===== config.mk =====
export PLATFORM = sky130hd
export DESIGN_NAME = riscv_pipe_stage_reg
export DESIGN_NICKNAME = d
export VERILOG_FILES = /design/src/rtl/riscv_pipe_stage_reg.sv
export SDC_FILE = /design/constraint.sdc
export NUM_CORES = 1
export LEC_CHECK = 0
export BUFFER_PORTS_ARGS = -buffer_cell sky130_fd_sc_hd__buf_4
export CAP_MARGIN = 20
export CORE_ASPECT_RATIO = 1.75
export CORE_MARGIN = 2
export CORE_UTILIZATION = 36
export CTS_CLUSTER_DIAMETER = 150
export DETAILED_ROUTE_END_ITERATION = 12
export PLACE_DENSITY = 0.62
export SYNTH_ARGS = -nofsm -noshare
export SYNTH_HDL_FRONTEND = slang
export SYNTH_SLANG_ARGS = --single-unit

===== constraint.sdc =====
create_clock -name i_clk -period 4.4 [get_ports i_clk]
set_input_delay 0.44 -clock i_clk [delete_from_list [all_inputs] [get_ports i_clk]]
set_output_delay 0.44 -clock i_clk [all_outputs]
set_load 0.01 [all_outputs]

===== src/rtl/riscv_pipe_stage_reg.sv =====
// riscv_pipe_stage_reg
//   Pipeline stage register with a valid/ready handshake and a two-entry skid
//   buffer. The main slot drives o_data, and the skid slot absorbs the one
//   beat that arrives after downstream stalls. Ready and valid are decoded
//   from registered state only, so there is no combinational path from
//   i_ready to o_ready. The block also keeps a saturating stall-cycle counter.
//
// Ports
//   i_clk, i_rstn      clock, synchronous active-low reset
//   i_clr              flush: empties the stage and drops the incoming beat
//   i_valid/o_ready    upstream handshake, i_data upstream payload
//   o_valid/i_ready    downstream handshake, o_data payload (main slot)
//   o_occupancy        number of held entries (0..2)
//   o_stall_cnt        cycles with o_valid & !i_ready, saturating
module riscv_pipe_stage_reg #(
    parameter int unsigned       DATA_W      = 32,
    parameter logic [DATA_W-1:0] RESET_VALUE = '0,
    parameter int unsigned       CNT_W       = 16
) (
    input  logic              i_clk,
    input  logic              i_rstn,
    input  logic              i_clr,
    input  logic              i_valid,
    output logic              o_ready,
    input  logic [DATA_W-1:0] i_data,
    output logic              o_valid,
    input  logic              i_ready,
    output logic [DATA_W-1:0] o_data,
    output logic [1:0]        o_occupancy,
    output logic [CNT_W-1:0]  o_stall_cnt
);

    // The encoding equals the occupancy, so o_occupancy is the state itself.
    typedef enum logic [1:0] {
        S_EMPTY = 2'd0,
        S_ONE   = 2'd1,
        S_FULL  = 2'd2
    } state_t;

    state_t            state, state_nxt;
    logic [DATA_W-1:0] main_q, main_nxt;
    logic [DATA_W-1:0] skid_q, skid_nxt;
    logic [CNT_W-1:0]  stall_q;
    logic              accept, pop;

    assign o_valid     = (state != S_EMPTY);
    assign o_ready     = (state != S_FULL);
    assign o_data      = main_q;
    assign o_occupancy = state;
    assign o_stall_cnt = stall_q;

    assign accept = i_valid & o_ready;
    assign pop    = o_valid & i_ready;

    always_comb begin
        state_nxt = state;
        main_nxt  = main_q;
        skid_nxt  = skid_q;
        case (state)
            S_EMPTY: begin
                if (accept) begin
                    main_nxt  = i_data;
                    state_nxt = S_ONE;
                end
            end
            S_ONE: begin
                if (accept && pop) begin
                    main_nxt = i_data;
                end else if (accept) begin
                    // Main stays put and is older than the skid entry.
                    skid_nxt  = i_data;
                    state_nxt = S_FULL;
                end else if (pop) begin
                    // Main keeps its stale value; o_valid=0 hides it.
                    state_nxt = S_EMPTY;
                end
            end
            S_FULL: begin
                // o_ready is low here, so only a pop can move the state.
                if (pop) begin
                    main_nxt  = skid_q;
                    state_nxt = S_ONE;
                end
            end
            default: state_nxt = S_EMPTY;
        endcase
        // A flush overrides everything, including a same-cycle accept.
        if (i_clr) begin
            state_nxt = S_EMPTY;
            main_nxt  = RESET_VALUE;
            skid_nxt  = RESET_VALUE;
        end
    end

    always_ff @(posedge i_clk) begin
        if (!i_rstn) begin
            state  <= S_EMPTY;
            main_q <= RESET_VALUE;
            skid_q <= RESET_VALUE;
        end else begin
            state  <= state_nxt;
            main_q <= main_nxt;
            skid_q <= skid_nxt;
        end
    end

    // The counter ignores flush. It counts a stalled cycle even while clearing.
    always_ff @(posedge i_clk) begin
        if (!i_rstn) begin
            stall_q <= '0;
        end else if (o_valid && !i_ready && !(&stall_q)) begin
            stall_q <= stall_q + 1'b1;
        end
    end

endmodule

After elaboration in Yosys (flattened, before gate mapping)
Cells that the tools add are included.
{ "totals": {"register_bits": 82, "latch_bits": 0, "ram_bits": 0, "romBits": 0, "inputBits": 37, "out_inout_bits": 52, "n_memories": 0} }
{ "classes": {"add_sub_neg": 1, "mul": 0, "n_div": 0, "magnitude_cmp": 0, "eq_ne": 8, "shift": 0, "mux": 10, "n_bitwise": 4, "reduce_logical": 13} }
{ "ops": {"columns": ["cell", "count"], "rows": [
  ["32-bit 2-to-1 mux", 3],
  ["32-bit one-hot mux with 3 select lines", 1],
  ["16-bit by 1-bit adder with 16-bit output, second input constant", 1],
  ["16-bit AND reduction", 1],
  ["2-bit 2-to-1 mux", 5],
  ["2-bit != test, second input constant", 5],
  ["4-bit AND reduction", 2],
  ["2-bit one-hot mux with 3 select lines", 1],
  ["1-bit logical AND", 3],
  ["3-bit != test, second input constant", 1],
  ["3-bit AND reduction", 1],
  ["3-bit nonzero test", 1],
  ["1-bit AND", 2],
  ["2-bit by 1-bit equality test with 1-bit output, second input constant", 1],
  ["2-bit equality test, second input constant", 1],
  ["1-bit zero test", 2],
  ["2-bit zero test", 1],
  ["1-bit NOT", 2],
  ["2-bit nonzero test", 1],
  ["2-bit OR reduction", 1]
]} }

Depth between registers and ports, before layout
Gate-level depths: netlist of run 1.
{ "depth": {"depth_word": 6, "mapped_depth": 6, "ltp_nobuf": 5} }

Worst setup path after synthesis of run 1
No wires, ideal clock.
{ "synth_path": {"kind": "input-to-reg", "startpoint": "input i_ready", "endpoint": "register stall_q[6] (netlist: o_stall_cnt[6])", "setup_time_ps": 70, "arrival_ps": 1765, "setup_slack_ps": 2565, "stages": 6, "cell_sequence": "buf_2 -> o21bai_4 -> or2_0 -> clkbuf_1 -> or4_1 -> a21oi_1"} }
{ "synth_via": {"elab_chain_len": 3} }
{ "synth_rtl": {"columns": ["item", "line_no", "text"], "rows": [
  ["from (decl)", "27", "input logic i_ready,"],
  ["1-bit zero test", "111", "end else if (o_valid && !i_ready && !(&stall_q)) begin"],
  ["1-bit logical AND (2 in a row)", "111", null],
  ["to (signal assigned)", "112", "stall_q <= stall_q + 1'b1;"],
  ["to (decl)", "43", "logic [CNT_W-1:0] stall_q;"]
]} }
Every way passes these cells.
A chain may end at the register's enable or synchronous reset.

Final worst setup path of run 1
{ "layout_path": {"startpoint": "register state[0] (netlist: o_occupancy[0])", "endpoint": "output o_ready"} }
{ "layout_via": {"elab_chain_len": 1} }
{ "layout_rtl": {"columns": ["item", "line_no", "text"], "rows": [
  ["from (decl)", "40", "state_t state, state_nxt;"],
  ["from (signal assigned)", "101", "state <= state_nxt;"],
  ["2-bit != test", "47", "assign o_ready = (state != S_FULL);"],
  ["to (decl)", "24", "output logic o_ready,"]
]} }
Every way passes these cells.

==> impl_metrics.env, run 1 <==
export IMPL_first_pass_iters=4
export IMPL_fin_tns_setup_ns=0
export IMPL_gr_usage_all_layers_pct=16.3
export IMPL_antenna_found_initial=0
export IMPL_drv_slew=0
export IMPL_holdCritPathClass="in2reg"
export IMPL_cts_made_buffers=9
export IMPL_final_common_cell="buf_4"
export IMPL_clockBufferDepth=2
export IMPL_critPathCaptureType="output pin"
export IMPL_root_buffer="clkbuf_16"
export IMPL_core_um2=9470
export IMPL_grt_max_degree=67
export IMPL_drt_total_wl_um=8320
export IMPL_worst_slew_pin_slew_ns=1.00
export IMPL_wl_per_cell_um=13.9
export IMPL_slew_headroom_pct=32.5
export IMPL_cts_resized=0
export IMPL_fmax_ghz=0.484
export IMPL_num_vias=3005
export IMPL_chipWidth_um=78.4
export IMPL_finalSetupViolCount=0
export IMPL_syn_area_per_cell_um2=8.74
export IMPL_rsz0062_at_grt="no"
export IMPL_die_h_um=134
export IMPL_postCtsSetupBuffers=0
export IMPL_seq_area_frac_synth_pct=47.1
export IMPL_dpl_hpwl_um=5670
export IMPL_period_share_pct=46.9
export IMPL_area_growth_syn_to_layout_pct=31.0
export IMPL_htree_levels=3
export IMPL_crit_path_max_fanout=13
export IMPL_fin_area_um2=4570
export IMPL_first_iter_violations=113
export IMPL_grt_pass1_vias=2815
export IMPL_ys_ff_latch=82
export IMPL_criticalPathCategory="reg2out"
export IMPL_ir_drop_uv=209
export IMPL_grt_overflow=0
export IMPL_fill_cells=918
export IMPL_syn_nets=437
export IMPL_synth_cells=399
export IMPL_critPathLaunchType="register"
export IMPL_fin_crit_ns=2.06
export IMPL_drive_gt1_share_pct=24.7
export IMPL_grt_first_pass_wirelength_um=13500
export IMPL_cp_required_ns=3.96
export IMPL_path_clk_slew_ns=0.06
export IMPL_cts_tree="yes"
export IMPL_start_util_pct=36.8
export IMPL_postPlaceCellArea_um2=4220
export IMPL_max_cap_violations=0
export IMPL_r2r_cells=5
export IMPL_final_hold_violation_count=0
export IMPL_utilization_pct=48.2
export IMPL_dieArea_um2=10500
export IMPL_cts_hold_buf=0
export IMPL_viasPerCell=5.01
export IMPL_cts_sinks=82
export IMPL_mostFrequentLayoutCells="93 x buf_4, 82 x dfxtp_1, 74 x nand2_1"
export IMPL_fin_skew_ns=0.00931
export IMPL_leakagePower_nw=1.95
export IMPL_ant_nets=0
export IMPL_io_pins=89
export IMPL_cp_data_arrival_time_ns=1.62
export IMPL_yosysWarnings=0
export IMPL_hold_depth=2
export IMPL_io_buffer_count=88
export IMPL_synth_area_um2=3490
export IMPL_dp_cells=583
export IMPL_fin_nets=512
export IMPL_routabilityCongestion=0.765
export IMPL_num_rows=47
export IMPL_clk_latency_ns=0.33
export IMPL_status="complete, no violations"
export IMPL_diodes=0
export IMPL_powerDensity_nw_per_um2=376
export IMPL_total_power_mw=1.72
export IMPL_layout_cells_non_filler=600
export IMPL_route_detailed_drc=0
export IMPL_synth_cell_types=34
[where the power goes]
group	switching (mW)	internal, mW	total (mW)
Clock	0.290	0.508	0.798
Combinational	0.0777	0.0696	0.147
Sequential	0.0125	0.761	0.774
Total	0.380	1.34	1.72
[per-layer routing]
metal | track usage [%] | routed length, um | vias up
met5 | 0 | 0 | -
li1 | - | - | 1567
met1 | 17.3 | 3320 | 1371
met4 | 7.02 | 116 | 0
met2 | 30.1 | 4550 | 58
met3 | 3.63 | 324 | 9
[area by class of cell]
type | count | area, um2 | area share (%)
Multi-Input combinational cell | 283 | 1720 | 37.7
Sequential cell | 82 | 1640 | 35.9
Timing Repair Buffer | 94 | 718 | 15.7
Clock buffer | 10 | 239 | 5.23
Tap cell | 122 | 153 | 3.34
Clock inverter | 5 | 78.8 | 1.73
Inverter | 4 | 15.0 | 0.329
[path summary, 6_finish.rpt]
kind / startpoint / to / slack, ns
hold reg to reg: skid_q[0] / skid_q[0] / 0.45
setup reg to reg: o_occupancy[1] / skid_q[11] / 2.34
hold / removal: i_ready / o_occupancy[1] / 0.35
setup / recovery: o_occupancy[0] / o_ready / 2.34
[state kept, by name, indices dropped and copies added (netlist names)]
name,cells
o_stall_cnt,16
o_occupancy,2
o_data,32
skid_q,32
[stage by stage]
stage | hold WS, ns | setup WS [ns]
after floorplan | 0.436 | 2.56
after global placement | 0.441 | 2.16
after detailed placement | 0.446 | 2.12
after CTS | 0.333 | 1.75
after global routing | 0.343 | 2.15
final | 0.350 | 2.34
[synth_stat cells]
cell type | number | area (um2)
a211oi_1 | 33 | 248
a21oi_1 | 44 | 220
a311oi_1 | 1 | 8.76
a31oi_1 | 1 | 6.26
and3b_1 | 1 | 8.76
and4_1 | 1 | 8.76
buf_1 | 1 | 3.75
buf_2 | 10 | 50.1
clkbuf_1 | 19 | 71.3
dfxtp_1 | 82 | 1640
ha_1 | 1 | 12.5
inv_1 | 4 | 15.0
mux2i_1 | 38 | 380
nand2_1 | 74 | 278
nand2b_1 | 7 | 43.8
nand3_1 | 6 | 30.0
nand3b_1 | 2 | 15.0
nand4_1 | 3 | 18.8
nand4_4 | 1 | 21.3
nor2_1 | 33 | 124
nor2b_1 | 1 | 6.26
nor3b_1 | 1 | 7.51
nor4_1 | 7 | 43.8
nor4_2 | 1 | 12.5
o21ai_0 | 3 | 15.0
o21ba_2 | 1 | 10.0
o21bai_4 | 1 | 18.8
o22a_1 | 1 | 8.76
o2bb2ai_2 | 1 | 15.0
o31ai_1 | 7 | 52.6
or2_0 | 1 | 6.26
or2_2 | 2 | 12.5
or3_1 | 3 | 18.8
or4_1 | 7 | 52.6
[logic make-up after synthesis]
kind of cell / after synthesis / share of synthesized area (%)
multiplexers: 38 / 10.9
buffers and inverters: 34 / 4.02
flip-flops: 82 / 47.1
AO/OA/AOI/OAI: 93 / 17.3
AND/OR/NAND/NOR: 151 / 20.3
adder cells (fa/ha/maj): 1 / 0.359
[worst max-delay path: stages (launching register included)]
cell	delay (ns)
dfxtp_1	0.58
nand2b_2	0.51
buf_4	0.21
Note: power is estimated with default switching activity, not from simulation.
==> inputs of run 2 (changes only) <==
==> constraint.sdc (replaced) <==
create_clock -name i_clk -period 1.9 [get_ports i_clk]
set_input_delay 0.19 -clock i_clk [delete_from_list [all_inputs] [get_ports i_clk]]
set_output_delay 0.19 -clock i_clk [all_outputs]
set_load 0.01 [all_outputs]
==> run 2 against run 1 <==
Count of clock-buffer cells in the layout is the same. Power rose by 120%. Clock power rose by 110%. Cell area up 2.1%. Setup slack got worse by 2.2 ns. First-iteration DRC count grew 23%. Critical path depth up 3. Routed wire length is 5.0% higher. Final cell count increased by 2.7%. Critical endpoint is now o_stall_cnt[6].
==> impl_metrics.env, run 2 (synthesized netlist as in run 1, its figures left out) <==
export IMPL_gr_usage_all_layers_pct=16.9
export IMPL_grt_overflow=0
export IMPL_final_common_cell="buf_4"
export IMPL_utilization_pct=49.3
export IMPL_grt_pass1_vias=2833
export IMPL_max_stage_delay_ns=0.50
export IMPL_swShare_pct=23.2
export IMPL_use_met1_pct=19.6
export IMPL_path_clk_slew_ns=0.06
export IMPL_cp_data_arrival_time_ns=2.01
export IMPL_fin_nets=527
export IMPL_num_vias=3179
export IMPL_use_met3_pct=3.30
export IMPL_crit_path_max_fanout=8
export IMPL_dieArea_um2=10500
export IMPL_slew_headroom_pct=71.7
export IMPL_htree_levels=3
export IMPL_fill_cells=904
export IMPL_start_util_pct=36.8
export IMPL_met2_usage_pct=29.9
export IMPL_final_hold_violation_count=0
export IMPL_critPathCaptureType="register"
export IMPL_pwr_share_seq_pct=46.7
export IMPL_fin_hold_ws_ns=0.106
export IMPL_chipWidth_um=78.4
export IMPL_routabilityCongestion=0.797
export IMPL_io_pins=89
export IMPL_mostFrequentLayoutCells="107 x buf_4, 82 x dfxtp_1, 74 x nand2_1"
export IMPL_pwr_share_comb_pct=9.4
export IMPL_period_share_pct=92.6
export IMPL_grt_busiest_layer="met2"
export IMPL_worst_slew_pin_slew_ns=0.424
export IMPL_finalSetupViolCount=0
export IMPL_clockBufferDepth=2
export IMPL_clk_latency_ns=0.33
export IMPL_p_int_mw=2.94
export IMPL_clockPowerShare_pct=43.9
export IMPL_cts_hold_buf=0
export IMPL_drv_slew=0
export IMPL_path_cells="ha_1, nand3_1, or2_4, or4_1, a21oi_1"
export IMPL_ant_nets=0
export IMPL_powerDensity_nw_per_um2=822
export IMPL_grt_max_degree=65
export IMPL_antenna_found_initial=0
export IMPL_first_iter_violations=139
export IMPL_root_buffer="clkbuf_16"
export IMPL_holdCritPathClass="in2reg"
export IMPL_setup_ws_ns=0.141
export IMPL_cts_tree="yes"
export IMPL_fmax_ghz=0.568
export IMPL_max_cap_violations=0
export IMPL_die_h_um=134
export IMPL_drive_gt1_share_pct=27.1
export IMPL_leakagePower_nw=2.01
export IMPL_drt_total_wl_um=8730
export IMPL_route_detailed_drc=0
export IMPL_cts_made_buffers=9
export IMPL_cp_required_ns=2.15
export IMPL_first_pass_iters=4
export IMPL_core_um2=9470
export IMPL_ir_drop_uv=477
export IMPL_io_buffer_count=88
export IMPL_viasPerCell=5.16
export IMPL_diodes=0
export IMPL_dpl_hpwl_um=6080
export IMPL_grt_first_pass_wirelength_um=13900
export IMPL_slowest_stage="or4_1"
export IMPL_criticalPathCategory="reg2reg"
export IMPL_total_power_mw=3.83
export IMPL_post_place_ws_ns=0.0553
export IMPL_critPathLaunchType="register"
export IMPL_cts_sinks=82
export IMPL_area_growth_syn_to_layout_pct=33.8
export IMPL_num_rows=47
export IMPL_fin_tns_setup_ns=0
export IMPL_fin_skew_ns=0.00545
export IMPL_status="complete, no violations"
export IMPL_rsz0062_at_grt="no"
export IMPL_fin_crit_ns=1.76
export IMPL_wl_per_cell_um=14.2
export IMPL_p_sw_uw=891
[run 2: worst paths after layout]
| check | start | endpoint | slack (ns) | depth (start not counted) |
|---|---|---|---|---|
| max | o_stall_cnt[0] | o_stall_cnt[6] | 0.14 | 5 |
| min | i_ready | o_occupancy[1] | 0.11 | 2 |
| max reg2reg | o_stall_cnt[0] | o_stall_cnt[6] | 0.14 | 5 |
| min reg2reg | skid_q[24] | skid_q[24] | 0.45 | 2 |
[run 2: power by group through the flow]
| stage | clock, mW | combinational, mW | sequential (mW) |
|---|---|---|---|
| 2_1_floorplan | 0 | 0.165 | 1.84 |
| 3_3_place_gp | 0 | 0.359 | 1.83 |
| 3_5_place_dp | 0 | 0.365 | 1.83 |
| 4_1_cts | 1.73 | 0.366 | 1.79 |
| 5_1_grt | 1.80 | 0.398 | 1.79 |
| 6_report | 1.68 | 0.361 | 1.79 |
[run 2: final cells by class]
cell class	instances	area (um2)	area share [%]
sequential	82	1640	35.2
tap	122	153	3.27
multi-input combinational	283	1720	37.0
clock buffer	10	229	4.91
clock inverter	6	57.6	1.23
inverter	4	15.0	0.322
timing repair buffer	109	843	18.1
[run 2: repair_timing]
action / CTS / global route
endpoints found under the hold margin: 0 / 0
setup buffers: 0 / 0
resized for setup: 0 / 2
setup endpoints to repair: 0 / 3
[run 2: metrics by stage]
stage               instance area [um2]  cells
finish                             4660    616
global route                       4660    616
CTS                                4660    616
detailed placement                 4370    600
global placement                   4370    600
floorplan                          3490    399
[run 2: critical path: cells and delay by family, from the launching register on]
kind / cells / cell delay [ns]
AOI/OAI and AO/OA: 1 / 0.17
adders and majority gates: 1 / 0.21
DFF: 1 / 0.40
and+or+nand+nor: 3 / 0.89
[run 2: routing by layer]
layer	wire length, um	share of wire [%]
met5	0	0
met4	177	2.0
met3	431	4.9
met2	4670	53
met1	3450	40
